[src/rtl/sprite_pkg.sv]
// Shared types and constants for the sprite collision snooper.
package sprite_pkg;

    localparam int unsigned SPR_INDEX_W    = 5;
    localparam int unsigned SPR_COUNT      = 32;
    localparam int unsigned COLL_RAM_AW    = 7;
    localparam int unsigned COLL_RAM_DEPTH = SPR_COUNT * 4;
    localparam int unsigned COLL_DW        = 8;
    localparam int unsigned SPR_LINE_MAX   = 352;
    localparam int unsigned PIX_X_W        = 9;

    typedef enum logic [2:0] {
        ST_IDLE     = 3'd0,
        ST_CLR_COLL = 3'd1,
        ST_CLR_OCC  = 3'd2,
        ST_POP      = 3'd3,
        ST_OCC_CHK  = 3'd4,
        ST_RMW_A    = 3'd5,
        ST_RMW_B    = 3'd6,
        ST_OCC_WR   = 3'd7
    } coll_state_t;

    typedef struct packed {
        logic [PIX_X_W-1:0]     x;
        logic [SPR_INDEX_W-1:0] spr;
    } pix_evt_t;

    // Byte address holding the "victim collided with other" bit group.
    function automatic logic [COLL_RAM_AW-1:0] coll_addr(
        input logic [SPR_INDEX_W-1:0] victim,
        input logic [1:0]             other_hi
    );
        return {victim, other_hi};
    endfunction

endpackage

[src/rtl/sprite_event_fifo.sv]
// Show-ahead synchronous FIFO for snooped pixel events, with flush.
module sprite_event_fifo
    import sprite_pkg::*;
#(
    parameter int unsigned DEPTH = 32
) (
    input  logic     clk,
    input  logic     reset,
    input  logic     push,
    input  pix_evt_t wdata,
    input  logic     pop,
    input  logic     flush,
    output pix_evt_t head_c,
    output logic     full_c,
    output logic     empty_c
);

    localparam int unsigned AW    = $clog2(DEPTH);
    localparam int unsigned PTR_W = AW + 1;

    pix_evt_t         mem [DEPTH];
    logic [PTR_W-1:0] wr_ptr_q;
    logic [PTR_W-1:0] rd_ptr_q;
    logic             do_push;
    logic             do_pop;

    assign empty_c = (wr_ptr_q == rd_ptr_q);
    assign full_c  = (wr_ptr_q[AW] != rd_ptr_q[AW]) && (wr_ptr_q[AW-1:0] == rd_ptr_q[AW-1:0]);
    assign do_pop  = pop && !empty_c && !flush;
    // A push into a full FIFO is still accepted when the head leaves the same cycle.
    assign do_push = push && !flush && (!full_c || do_pop);
    assign head_c  = mem[rd_ptr_q[AW-1:0]];

    always_ff @(posedge clk or negedge reset) begin
        if (!reset) begin
            wr_ptr_q <= '0;
            rd_ptr_q <= '0;
        end else if (flush) begin
            wr_ptr_q <= '0;
            rd_ptr_q <= '0;
        end else begin
            if (do_push) wr_ptr_q <= wr_ptr_q + PTR_W'(1);
            if (do_pop)  rd_ptr_q <= rd_ptr_q + PTR_W'(1);
        end
    end

    always_ff @(posedge clk) begin
        if (do_push) mem[wr_ptr_q[AW-1:0]] <= wdata;
    end

endmodule

[src/rtl/sprite_collision.sv]
// Snoops sprite pixel commits, tracks per-line X ownership and records pairwise collisions.
module sprite_collision
    import sprite_pkg::*;
#(
    parameter int unsigned OCC_DEPTH  = 512,
    parameter int unsigned FIFO_DEPTH = 32
) (
    input  logic                   clk,
    input  logic                   reset,
    input  logic                   hsync,
    input  logic                   vsync,
    input  logic                   vblank,
    input  logic                   pix_valid,
    input  logic [PIX_X_W-1:0]     pix_x,
    input  logic [SPR_INDEX_W-1:0] pix_spr,
    output logic [COLL_RAM_AW-1:0] spritecollisionram_addr,
    input  logic [COLL_DW-1:0]     spritecollisionram_data_in,
    output logic [COLL_DW-1:0]     spritecollisionram_data_out,
    output logic                   spritecollisionram_wr,
    output logic                   coll_irq,
    output logic                   coll_overflow
);

    localparam int unsigned OCC_AW = (OCC_DEPTH > 1) ? $clog2(OCC_DEPTH) : 1;
    localparam int unsigned CNT_W  = (OCC_AW > COLL_RAM_AW) ? OCC_AW : COLL_RAM_AW;
    localparam int unsigned OCC_W  = SPR_INDEX_W + 1;

    coll_state_t            state_q, state_d;
    logic [CNT_W-1:0]       cnt_q, cnt_d;
    logic [1:0]             sub_q, sub_d;
    logic [PIX_X_W-1:0]     cur_x_q, cur_x_d;
    logic [SPR_INDEX_W-1:0] cur_spr_q, cur_spr_d;
    logic [SPR_INDEX_W-1:0] other_q, other_d;
    logic                   hs_pend_q, hs_pend_d, vs_pend_q, vs_pend_d;
    logic                   hit_q, hit_d, ovf_q, ovf_d, irq_q, irq_d;
    logic [COLL_RAM_AW-1:0] addr_q, addr_d;
    logic [COLL_DW-1:0]     dout_q, dout_d;
    logic                   wr_q, wr_d;
    logic                   hs_d_q, vs_d_q, vb_d_q;
    logic                   hs_rise, vs_rise, vb_rise, hs_go, vs_go;

    pix_evt_t               push_evt, head;
    logic                   pop, flush, full, empty, x_ok;

    logic                   occ_we;
    logic [OCC_AW-1:0]      occ_waddr, occ_raddr;
    logic [OCC_W-1:0]       occ_wdata, occ_rdata;
    logic [OCC_W-1:0]       occ_mem [OCC_DEPTH];

    assign hs_rise = hsync & ~hs_d_q;
    assign vs_rise = vsync & ~vs_d_q;
    assign vb_rise = vblank & ~vb_d_q;
    assign hs_go   = hs_pend_q | hs_rise;
    assign vs_go   = vs_pend_q | vs_rise;
    assign push_evt = {pix_x, pix_spr};

    sprite_event_fifo #(.DEPTH(FIFO_DEPTH)) u_fifo (
        .clk     (clk),
        .reset   (reset),
        .push    (pix_valid),
        .wdata   (push_evt),
        .pop     (pop),
        .flush   (flush),
        .head_c  (head),
        .full_c  (full),
        .empty_c (empty)
    );

    // X values past the occupancy buffer are discarded.
    if (OCC_DEPTH >= (1 << PIX_X_W)) begin : g_x_full
        assign x_ok = 1'b1;
    end else begin : g_x_part
        assign x_ok = (32'(head.x) < OCC_DEPTH);
    end

    always_ff @(posedge clk) begin
        if (occ_we) occ_mem[occ_waddr] <= occ_wdata;
        occ_rdata <= occ_mem[occ_raddr];
    end

    always_ff @(posedge clk or negedge reset) begin
        if (!reset) begin
            state_q   <= ST_IDLE;
            cnt_q     <= '0;
            sub_q     <= '0;
            cur_x_q   <= '0;
            cur_spr_q <= '0;
            other_q   <= '0;
            hs_pend_q <= 1'b0;
            vs_pend_q <= 1'b0;
            hit_q     <= 1'b0;
            ovf_q     <= 1'b0;
            irq_q     <= 1'b0;
            addr_q    <= '0;
            dout_q    <= '0;
            wr_q      <= 1'b0;
            hs_d_q    <= 1'b0;
            vs_d_q    <= 1'b0;
            vb_d_q    <= 1'b0;
        end else begin
            state_q   <= state_d;
            cnt_q     <= cnt_d;
            sub_q     <= sub_d;
            cur_x_q   <= cur_x_d;
            cur_spr_q <= cur_spr_d;
            other_q   <= other_d;
            hs_pend_q <= hs_pend_d;
            vs_pend_q <= vs_pend_d;
            hit_q     <= hit_d;
            ovf_q     <= ovf_d;
            irq_q     <= irq_d;
            addr_q    <= addr_d;
            dout_q    <= dout_d;
            wr_q      <= wr_d;
            hs_d_q    <= hsync;
            vs_d_q    <= vsync;
            vb_d_q    <= vblank;
        end
    end

    // RMW phases: issue address, wait for read data, then register the OR-ed write.
    always_comb begin
        state_d   = state_q;
        cnt_d     = cnt_q;
        sub_d     = sub_q;
        cur_x_d   = cur_x_q;
        cur_spr_d = cur_spr_q;
        other_d   = other_q;
        hs_pend_d = hs_pend_q | hs_rise;
        vs_pend_d = vs_pend_q | vs_rise;
        hit_d     = hit_q;
        ovf_d     = ovf_q;
        irq_d     = vb_rise & hit_q;
        addr_d    = addr_q;
        dout_d    = dout_q;
        wr_d      = 1'b0;
        pop       = 1'b0;
        flush     = 1'b0;
        occ_we    = 1'b0;
        occ_waddr = OCC_AW'(cur_x_q);
        occ_wdata = {1'b1, cur_spr_q};
        occ_raddr = OCC_AW'(head.x);

        case (state_q)
            ST_IDLE: begin
                if (vs_go) begin
                    state_d   = ST_CLR_COLL;
                    cnt_d     = '0;
                    vs_pend_d = 1'b0;
                    ovf_d     = 1'b0;
                    hit_d     = 1'b0;
                end else if (hs_go) begin
                    state_d   = ST_CLR_OCC;
                    cnt_d     = '0;
                    hs_pend_d = 1'b0;
                    flush     = 1'b1;
                    if (!empty) ovf_d = 1'b1;
                end else if (!empty) begin
                    state_d = ST_POP;
                end
            end
            ST_CLR_COLL: begin
                wr_d   = 1'b1;
                addr_d = COLL_RAM_AW'(cnt_q);
                dout_d = '0;
                cnt_d  = cnt_q + CNT_W'(1);
                if (cnt_q == CNT_W'(COLL_RAM_DEPTH - 1)) state_d = ST_IDLE;
            end
            ST_CLR_OCC: begin
                occ_we    = 1'b1;
                occ_waddr = OCC_AW'(cnt_q);
                occ_wdata = '0;
                cnt_d     = cnt_q + CNT_W'(1);
                if (cnt_q == CNT_W'(OCC_DEPTH - 1)) state_d = ST_IDLE;
            end
            ST_POP: begin
                pop       = 1'b1;
                cur_x_d   = head.x;
                cur_spr_d = head.spr;
                state_d   = x_ok ? ST_OCC_CHK : ST_IDLE;
            end
            ST_OCC_CHK: begin
                if (occ_rdata[SPR_INDEX_W] && (occ_rdata[SPR_INDEX_W-1:0] != cur_spr_q)) begin
                    other_d = occ_rdata[SPR_INDEX_W-1:0];
                    sub_d   = '0;
                    state_d = ST_RMW_A;
                end else begin
                    state_d = ST_OCC_WR;
                end
            end
            ST_RMW_A: begin
                sub_d = sub_q + 2'd1;
                if (sub_q == 2'd0) begin
                    addr_d = coll_addr(cur_spr_q, other_q[4:3]);
                end else if (sub_q == 2'd2) begin
                    wr_d    = 1'b1;
                    dout_d  = spritecollisionram_data_in | (COLL_DW'(1) << other_q[2:0]);
                    sub_d   = '0;
                    state_d = ST_RMW_B;
                end
            end
            ST_RMW_B: begin
                sub_d = sub_q + 2'd1;
                if (sub_q == 2'd0) begin
                    addr_d = coll_addr(other_q, cur_spr_q[4:3]);
                end else if (sub_q == 2'd2) begin
                    wr_d    = 1'b1;
                    dout_d  = spritecollisionram_data_in | (COLL_DW'(1) << cur_spr_q[2:0]);
                    sub_d   = '0;
                    hit_d   = 1'b1;
                    state_d = ST_OCC_WR;
                end
            end
            ST_OCC_WR: begin
                occ_we = 1'b1;
                if (vs_go) begin
                    state_d = ST_IDLE;
                end else if (hs_go) begin
                    state_d   = ST_CLR_OCC;
                    cnt_d     = '0;
                    hs_pend_d = 1'b0;
                    flush     = 1'b1;
                    if (!empty) ovf_d = 1'b1;
                end else if (!empty) begin
                    state_d = ST_POP;
                end else begin
                    state_d = ST_IDLE;
                end
            end
            default: state_d = ST_IDLE;
        endcase

        // Lost events: pushed into a full FIFO without a same-cycle pop, or during a flush.
        if (pix_valid && (flush || (full && !pop))) ovf_d = 1'b1;
    end

    assign spritecollisionram_addr     = addr_q;
    assign spritecollisionram_data_out = dout_q;
    assign spritecollisionram_wr       = wr_q;
    assign coll_irq                    = irq_q;
    assign coll_overflow               = ovf_q;

endmodule

[config.mk]
export PLATFORM = sky130hd
export DESIGN_NAME = sprite_collision
export DESIGN_NICKNAME = d
export VERILOG_FILES = /design/src/rtl/sprite_pkg.sv /design/src/rtl/sprite_event_fifo.sv /design/src/rtl/sprite_collision.sv
export SDC_FILE = /design/constraint.sdc
export NUM_CORES = 2
export LEC_CHECK = 0
export CAP_MARGIN = 20
export CELL_PAD_IN_SITES_DETAIL_PLACEMENT = 1
export CELL_PAD_IN_SITES_GLOBAL_PLACEMENT = 2
export CORE_MARGIN = 5
export CORE_UTILIZATION = 40
export CTS_BUF_LIST = sky130_fd_sc_hd__clkbuf_4 sky130_fd_sc_hd__clkbuf_8
export CTS_CLUSTER_DIAMETER = 40
export CTS_CLUSTER_SIZE = 10
export DETAILED_ROUTE_END_ITERATION = 10
export GPL_TIMING_DRIVEN = 1
export MAX_ROUTING_LAYER = met4
export PLACE_DENSITY = 0.77
export SYNTH_ARGS = -nofsm -noshare
export SYNTH_HDL_FRONTEND = slang
export SYNTH_SLANG_ARGS = --single-unit
[constraint.sdc]
create_clock -name clk -period 15.31 [get_ports clk]
set_clock_uncertainty 0.2 [all_clocks]
set_input_delay 3.062 -clock clk [delete_from_list [all_inputs] [get_ports clk]]
set_output_delay 3.062 -clock clk [all_outputs]
set_load 0.1 [all_outputs]
==> reports/results.ini <==
[placed_design]
post-place-ws_ns = 7.20
gp_congestion = 0.848
dpl.cell_count = 12400
dp_hpwl_um = 256000
place_area_um2 = 148000
port_buffers = 45

[logic_synthesis]
synthesis.nets = 7961
postSynthAreaPerCell_um2 = 17.9
synth-edff-count = 3520
yosys_warnings = 0
synthesis.instances = 7926
ys_async_sr_fraction = 0.0192
synth_top_area_share = 0.745
synth.area.top_cells = edfxtp_1 (74%), mux4_2 (10%), nand2_1 (2.6%), nor2_1 (1.8%), mux2i_1 (1.7%)
synth.distinct_cells = 90
ys_seq_area_frac = 0.758
synth_area_leader_cell = edfxtp_1
ys_ff_latch = 3595
synth_area_um2 = 142000
synth_ff_type = edfxtp_1

[clocking]
cts-resized-gates = 0
cts-root-buf = clkbuf_8
cts_hold_buf = 0
path_clk_slew_ns = 0.08
post_cts_buffers = 0
insertion_delay_ns = 1.16
cts_tree = built
cts_buffers = 477
clockBufferDepth = 4
cts-htree-levels = 5
cts_sinks = 3595

[critical_path]
critPathLaunchType = register
cp_slowest_cell = buf_4
critPathArrivalTime_ns = 8.69
worst-path-max-fanout = 59
crit_top_cell = buf_4
r2r_start = u_fifo.rd_ptr_q[1]
critical_path.top_delay_family = buffers and inverters
endpoint_kind = register
required_ns = 16.11
path_cells = buf_4 > mux4_2 > nor2b_1 > a211oi_1 > nor4_2 > buf_4 > buf_4 > buf_4 > buf_4 > mux4_2 > nand2_1 > and4_1 > nand4_1 > a21oi_1 > nand4_1
crit_type = reg -> reg
cp_slowest_stage_delay_ns = 0.82
crit_start = u_fifo.rd_ptr_q[1]
path_buf_inv = 5

[cells_and_area]
nets = 8247
ff_latch_area_um2 = 108000
area_growth_pct = 11.7
drive_gt1_frac = 0.208
post-route-cell-area_um2 = 159000
mostFrequentLayoutCell = edfxtp_1
postLayoutCoreUtil = 0.449
layout_common_cells = edfxtp_1 (3,520), nand2_1 (955), nor2_1 (670), mux4_2 (644), clkbuf_8 (487)
layout.cells.non_filler = 13300
fillers = 33500
multiInputGateArea_um2 = 32200

[timing]
tns_ns = 0
post-route-period-util = 0.515
hold_violations = 0
slew_headroom = 0.00941
fin_crit_ns = 7.89
slew_viol_final = 0
worst_pin_slew_ns = 1.49
worst_slack_ns = 7.42
rsz0062_at_grt = no
max_freq_ghz = 0.127
finalSetupViolations = 0

[pwr]
ir_drop_v = 0.0000751
leakage_nw = 44.3
powerDensity_nw_per_um2 = 120

[floorplanning]
die_w_um = 606
dieArea_um2 = 367000
die_h_um = 606
io_pins = 46
core-area_um2 = 353000
start_util = 0.402
fp-row-count = 218

[global_routing]
grt_pass1_vias = 82100
grt-ovfl-total = 0
grt_use_total = 0.234
antenna_found_initial = 26
grt_max_degree = 256
grt_first_pass_wirelength_um = 609000

[detailed_routing]
drt-total-wl_um = 425000
drc = 0
vias = 78700
wl_per_cell_um = 31.9
via_per_inst = 5.92
firstDrtPassIters = 5
drtIter0Drc = 9791
ant_nets = 0

[worst_hold_path]
hp-start = vb_d_q
min_path_type = reg -> reg

[outcome]
status = finished, final reports clean

[flow_run]
drv_cap = 0

==> layer usage <==
layer	wire length [um]	track usage	part of all wire	vias to the layer above
met4	16100	0.0789	0.038	0
met5	0	-	0	-
li1	-	-	-	32000
met3	37400	0.0479	0.088	827
met1	166000	0.306	0.39	41900
met2	205000	0.370	0.48	3865
==> layout make-up <==
type / count / area share
inverter: 23 / 0.000592
timing repair buffer: 296 / 0.0176
clock inverter: 227 / 0.0161
sequential: 3595 / 0.678
antenna: 19 / 0.000300
tap: 4730 / 0.0373
clock buffer: 581 / 0.0467
multi-input combinational: 3819 / 0.203
==> stage by stage <==
step	total power, W	hold WS, ns
2_1_floorplan	0.0112	0.177
3_3_place_gp	0.0114	0.185
3_5_place_dp	0.0115	0.196
4_1_cts	0.0191	0.201
5_1_grt	0.0196	0.209
6_report	0.0190	0.200
==> path summary, 6_finish.rpt <==
path | slack, ns | cells after the start | to
worst max register to register | 7.42 | 15 | occ_rdata[3]
worst min register to register | 0.20 | 1 | coll_irq
worst max-delay path | 7.42 | 15 | occ_rdata[3]
min in group asynchronous | 1.92 | 1 | cnt_q[5]
worst min-delay path | 0.20 | 1 | coll_irq
max in group asynchronous | 12.26 | 1 | u_fifo.rd_ptr_q[1]
==> power breakdown <==
group | switching [W] | internal, W
registers | 0.0000423 | 0.0107
clock network | 0.00372 | 0.00401
logic | 0.000329 | 0.000142
total | 0.00409 | 0.0149
==> flip-flops by register name (all words and copies together), names as in the netlist, 2 cells and up <==
name	count
cnt_q	9
cur_spr_q	5
cur_x_q	9
occ_mem	3072
occ_rdata	6
other_q	5
spritecollisionram_addr	7
spritecollisionram_data_out	8
state_q	3
sub_q	2
u_fifo.mem	448
u_fifo.rd_ptr_q	6
u_fifo.wr_ptr_q	6
==> synthesized netlist by cell type (70+ instances only) <==
cell type / n
edfxtp_1: 3520
nand2_1: 972
nor2_1: 680
mux4_2: 644
nand3_1: 245
mux2i_1: 244
clkbuf_1: 177
buf_2: 148
a21oi_1: 104
o21ai_0: 95
nand4_1: 85
and3_1: 80
a22oi_1: 70
buf_4: 70
==> cell families after synthesis <==
group	Yosys count	synth area share
flops	3595	0.758
compound gates	634	0.0313
simple gates	2245	0.0683
mux	915	0.122
buf+inv	512	0.0189
xor+xnor	18	0.00111
fa+ha+maj	7	0.000617
Note: power is estimated with default switching activity, not from simulation.
